===== config.mk =====
export PLATFORM = sky130hd
export DESIGN_NAME = fwd_mux_pipe
export DESIGN_NICKNAME = d
export VERILOG_FILES = /design/src/rtl/fwd_mux_pipe.sv
export SDC_FILE = /design/constraint.sdc
export NUM_CORES = 1
export LEC_CHECK = 0
export BUFFER_PORTS_ARGS = -buffer_cell sky130_fd_sc_hd__clkbuf_2
export CORE_UTILIZATION = 50
export DETAILED_ROUTE_END_ITERATION = 12
export GPL_TIMING_DRIVEN = 0
export HOLD_SLACK_MARGIN = 0.02
export MAX_ROUTING_LAYER = met4
export PLACE_DENSITY = 0.92
export SETUP_SLACK_MARGIN = 0.02
export SLEW_MARGIN = 30
export SYNTH_ARGS = -nofsm -noshare
export SYNTH_HDL_FRONTEND = slang
export SYNTH_SLANG_ARGS = --single-unit

===== constraint.sdc =====
create_clock -name clk -period 5.41 [get_ports clk]
set_clock_uncertainty 0.2 [all_clocks]
set_input_delay 0.8115 -clock clk [delete_from_list [all_inputs] [get_ports clk]]
set_output_delay 0.8115 -clock clk [all_outputs]
set_load 0.01 [all_outputs]

===== src/rtl/fwd_mux_pipe.sv =====
// fwd_mux_pipe: selects one of NUM_IN data sources on each upstream transfer
// and buffers the selected value in a two-entry (main + skid) output stage,
// so that in_ready depends only on registered state.
//
// Ports:
//   clk        clock, rising-edge
//   rst        synchronous active-high reset
//   flush      discards all buffered entries (drops any input offered with it)
//   in_valid   upstream transfer present
//   in_ready   block can accept an upstream transfer (state != TWO)
//   sel        source index, sampled with in_valid
//   in_data    flattened sources, source k at [k*WIDTH +: WIDTH]
//   out_valid  out_data holds a valid entry (state != EMPTY)
//   out_ready  downstream accepts the entry
//   out_data   selected value, always driven from the main entry
//   sel_err    one-cycle pulse after an accepted out-of-range select
//   err_count  saturating count of accepted out-of-range selects
//
// States:
//   state | meaning
//   EMPTY | no entry buffered
//   ONE   | main holds the head entry
//   TWO   | main holds the head entry, skid holds the next one

module fwd_mux_pipe #(
  parameter int WIDTH  = 32,
  parameter int NUM_IN = 3,
  parameter int SEL_W  = 2
) (
  input  logic                    clk,
  input  logic                    rst,
  input  logic                    flush,
  input  logic                    in_valid,
  output logic                    in_ready,
  input  logic [SEL_W-1:0]        sel,
  input  logic [NUM_IN*WIDTH-1:0] in_data,
  output logic                    out_valid,
  input  logic                    out_ready,
  output logic [WIDTH-1:0]        out_data,
  output logic                    sel_err,
  output logic [7:0]              err_count
);

  localparam logic [1:0] EMPTY = 2'd0;
  localparam logic [1:0] ONE   = 2'd1;
  localparam logic [1:0] TWO   = 2'd2;

  // One extra bit so NUM_IN = 2**SEL_W is representable.
  localparam logic [SEL_W:0] SEL_LIMIT = NUM_IN[SEL_W:0];

  logic [1:0]       state;
  logic [WIDTH-1:0] main_q;
  logic [WIDTH-1:0] skid_q;
  logic [WIDTH-1:0] picked;
  logic             in_range;
  logic             accept;
  logic             fire;

  assign in_ready  = (state != TWO);
  assign out_valid = (state != EMPTY);
  assign out_data  = main_q;
  assign accept    = in_valid && in_ready;
  assign fire      = out_valid && out_ready;
  assign in_range  = ({1'b0, sel} < SEL_LIMIT);

  // Out-of-range selects fall through to source 0 and are still delivered.
  always_comb begin
    picked = in_data[WIDTH-1:0];
    for (int k = 1; k < NUM_IN; k++) begin
      if ({1'b0, sel} == k[SEL_W:0]) begin
        picked = in_data[k*WIDTH +: WIDTH];
      end
    end
  end

  always_ff @(posedge clk) begin
    if (rst) begin
      state     <= EMPTY;
      main_q    <= '0;
      skid_q    <= '0;
      sel_err   <= 1'b0;
      err_count <= 8'd0;
    end else if (flush) begin
      // Input offered with flush is dropped, including its error accounting.
      state   <= EMPTY;
      sel_err <= 1'b0;
    end else begin
      sel_err <= accept && !in_range;
      if (accept && !in_range && (err_count != 8'hFF)) begin
        err_count <= err_count + 8'd1;
      end
      case (state)
        EMPTY: begin
          if (accept) begin
            main_q <= picked;
            state  <= ONE;
          end
        end
        ONE: begin
          if (accept && fire) begin
            main_q <= picked;
          end else if (accept) begin
            skid_q <= picked;
            state  <= TWO;
          end else if (fire) begin
            state <= EMPTY;
          end
        end
        TWO: begin
          if (fire) begin
            main_q <= skid_q;
            state  <= ONE;
          end
        end
        default: state <= EMPTY;
      endcase
    end
  end

endmodule


; ---- Word-level counts from Yosys, hierarchy flattened
; Cells that the tools add are included.
[totals]
input_bits = 103
mem_count = 0
mem_bits_ro = 0
latchBits = 0
reg_bits = 75
output_inout_bits = 43
word_cells = 46
mem_bits_rw = 0
[classes]
addsub = 1
bitwise_logic = 2
n_mux = 12
magnitude_cmp = 1
shifts = 0
multipliers = 0
n_eq_ne = 11
reduce_logical = 14
div = 0
[op_table]
columns = cell, count
row1 = 2-to-1 mux 32 bit, 5
row2 = case mux 32 bit (3 select lines), 1
row3 = 2-to-1 mux 2 bit, 5
row4 = "!= test 2 bit, second input constant", 5
row5 = "adder 8 x 1 -> 8 bit, second input constant", 1
row6 = "!= test 8 bit, second input constant", 1
row7 = AND reduction 4 bit, 2
row8 = case mux 2 bit (3 select lines), 1
row9 = logical AND 1 bit, 5
row10 = AND reduction 5 bit, 1
row11 = "== test 2 x 1 -> 1 bit, second input constant", 2
row12 = "== test 2 bit, second input constant", 2
row13 = "!= test 3 bit, second input constant", 1
row14 = nonzero test 3 bit, 1
row15 = logical NOT 2 bit, 1
row16 = "less-than comparator 2 bit, second input constant", 1
row17 = inverter 1 bit, 2
row18 = AND reduction 2 bit, 1
row19 = nonzero test 2 bit, 1
row20 = OR reduction 2 bit, 1
row21 = logical NOT 1 bit, 1

; ---- Depth between registers and ports, before layout
[logic_depth]
word_depth = 6
depth_mapped = 6

; ---- Worst setup path after synthesis
; OpenSTA, ideal clock, no wires.
[synth_path]
kind = input-to-reg
startpoint = input flush
endpoint = register err_count[6]
required_ns = 5.089
path_stages = 5
setup_ns = 0.121
arrival_ns = 1.967
setup_slack_ns = 3.122
cell_sequence = buf_6 > and4b_2 > and3_1 > o2111a_1 > mux2_2
[synth_between]
elab_chain_cells = 2
[synth_lines]
columns = element, line_no
row1 = from (decl), 32  ; input logic flush,
row2 = inverter 1 bit (no source line), -
row3 = AND reduction 2 bit (no source line), -
row4 = to (signal assigned), 90  ; err_count <= err_count + 8'd1;
row5 = to (decl), 41  ; output logic [7:0] err_count
; No other way between the ends.
; A chain may end at the register's enable or synchronous reset.

; ---- Final worst setup path
[layout_path]
startpoint = register state[0]
endpoint = output in_ready
[layout_between]
elab_chain_cells = 1
[layout_lines]
columns = element, line_no
row1 = from (decl), 51  ; logic [1:0] state;
row2 = from (signal assigned), 78  ; state <= EMPTY;
row3 = from (signal assigned), 85  ; state <= EMPTY;
row4 = from (signal assigned), 96  ; state <= ONE;
row5 = != test 2 bit, 59  ; assign in_ready = (state != TWO);
row6 = to (decl), 34  ; output logic in_ready,
; No other way between the ends.

==> run summary <==
status: completed
starting density of the core: 0.518
I/O pin cnt: 146
PnR Total Power: 1.28 mW
I/O Buffers: 142
Die Area: 7870 um2
max-slew violations: 0
Post-Syn Area: 3760 um2
Worst-path clk slew: 80 ps
CTS resizes: 0
Final Instance Area: 4810 um2
Hold WC Path Type: reg -> reg
worst skew pair latency: 350 ps
Seq. cell area: 1500 um2
CP arrival: 1620 ps
Final Hold Vio Count: 0
postcts setup bufs: 0
critical path class: reg -> out
core area: 7250 um2
Setup crit start kind: flip-flop
Detail Route Antenna Nets: 0
fraction of registers with async set/reset: 0
layout cells sized above 1: 0.420
pre-CTS setup slack: 2760 ps
Die X: 88.7 um
CP required: 4400 ps
Leak Pwr: 2.20 nW
Hold WS: 256 ps
flops & latches, synth: 75
post-DP HPWL: 7970 um
H-tree levels: 3
initial antenna violation count: 0
unrepaired setup endpoints after global routing: false
Post-Syn Area per Cell: 9.30 um2
drt pass-1 iters: 4
gr usage total: 0.288
Distinct cells, synth: 41
DRT iter0 DRCs: 218
Longest Clk Path Bufs: 2
Antenna Cells: 0
Post-synth EDFFs: 0
clk root buf: clkbuf_8
largest net degree at the start of global routing: 13
Worst-Margin Slew: 608 ps
synthesis-to-layout area growth: 28.0%
CTS tree: done
Crit Path Max Fanout: 10
DRC Markers: 0
final setup TNS: 0 ps
WL/cell: 16.0 um
PD cells: 266 nW/um2
area taken by multi-input logic gates: 2080 um2
clk sink count: 75
Vias: 3776
crit path time final: 2630 ps
Synth Net Count: 508
PnR worst setup slack: 2780 ps
TritonCTS Buffers: 9
# nets final: 661
Max transition margin: 0.591
yosys warns: 0
number of global-route vias before repair: 3624
hold buffer count at CTS: 0
final WL: 10600 um
Setup-failing EPs final: 0
Placer Congestion: 0.890
Vias/cell: 5.71
Max-Cap Viols: 0
total gr overflow: 0
FILL cells: 597
Placed Area: 4590 um2
Vert. Die Dim: 88.7 um
Synth Flop Type: dfxtp_1
Seq/Total Area, Yosys: 0.400
f_max: 381 MHz
row count: 31
Tcrit/Tclk final: 0.486
Post-Syn Instances: 404
first-pass GRT wire length: 16700 um
Worst setup EP type: output port
Max VDD drop: 0.162 mV
==> state kept, by name (all words and copies together) (netlist names) <==
register   flops
state          2
sel_err        1
err_count      8
out_data      32
skid_q        32
==> area by class of cell <==
cell class | count | area share
Buffer | 36 | 0.0328
Clock buffer | 12 | 0.0302
Clock inverter | 4 | 0.0153
Inverter | 4 | 0.00416
Multi-Input combinational cell | 289 | 0.432
Sequential cell | 75 | 0.312
Tap cell | 99 | 0.0257
Timing Repair Buffer | 142 | 0.148
==> path summary, 6_finish.rpt <==
check	startpoint	endpoint	slack [ps]	cells past startpoint
min	skid_q[20]	skid_q[20]	260	2
max	state[0]	in_ready	2780	4
min reg2reg	skid_q[20]	skid_q[20]	260	2
max reg2reg	state[1]	out_data[0]	3270	5
==> cells by family (layout without fill, tap and decap cells) <==
logic type	count (synthesis)	after routing	share of synthesized area
adder cells (fa/ha/maj)	1	1	0.00333
AND/OR/NAND/NOR	136	136	0.200
AO/OA/AOI/OAI	110	110	0.237
flip-flops	75	75	0.400
XOR/XNOR	1	1	0.00233
buffers and inverters	40	198	0.0473
multiplexers	41	41	0.110
==> critical path, stage by stage (launching register included) <==
cell      delay (ps)
dfxtp_1          440
and2b_4          250
inv_6            110
buf_2            290
clkbuf_2         190
==> Yosys cell counts (2+ instances only) <==
cell type,n,share of area
dfxtp_1,75,0.40
nand2_1,70,0.070
mux2i_1,39,0.10
a21oi_1,37,0.049
o221a_2,30,0.090
o2bb2ai_1,30,0.070
or3b_2,30,0.070
clkbuf_1,22,0.022
buf_2,12,0.016
nor2_1,6,0.0060
nor3_1,6,0.0080
nand2b_1,5,0.0083
a211oi_1,4,0.0080
and3_1,3,0.0050
inv_1,3,0.0030
nor2b_1,3,0.0050
mux2_2,2,0.0060
nand3_1,2,0.0027
o31ai_1,2,0.0040
or3_1,2,0.0033
==> power by group <==
group          total (mW)  switching (mW)  internal (mW)
Combinational       0.214           0.110          0.105
Sequential          0.588          0.0136          0.574
Clock               0.480           0.207          0.273
Total                1.28           0.330          0.952
==> per-layer routing <==
metal,GRT usage,part of all wire,vias to the layer above
met3,0.0550,0.065,23
met4,0.128,0.022,0
met2,0.465,0.48,173
met1,0.349,0.43,1778
met5,-,0,-
li1,-,-,1802
==> stage by stage <==
step                 util  std cells
detailed placement  0.633        645
finish              0.663        661
floorplan               -        404
global route        0.663        661
global placement    0.633        645
CTS                 0.663        661
==> layout by cell type, fill, tap and decap left out, types with 2 or more instances in the layout <==
cell type	Yosys	final
clkbuf_2	0	142
dfxtp_1	75	75
nand2_1	70	70
mux2i_1	39	39
a21oi_1	37	37
or3b_2	30	30
o221a_2	30	30
o2bb2ai_1	30	30
clkbuf_1	22	24
buf_2	12	12
clkbuf_8	0	10
nor3_1	6	6
nor2_1	6	6
nand2b_1	5	5
a211oi_1	4	4
and3_1	3	3
inv_1	3	3
nor2b_1	3	3
or3_1	2	2
nand3_1	2	2
o31ai_1	2	2
mux2_2	2	2
bufinv_16	0	2
Note: power is estimated with default switching activity, not from simulation.
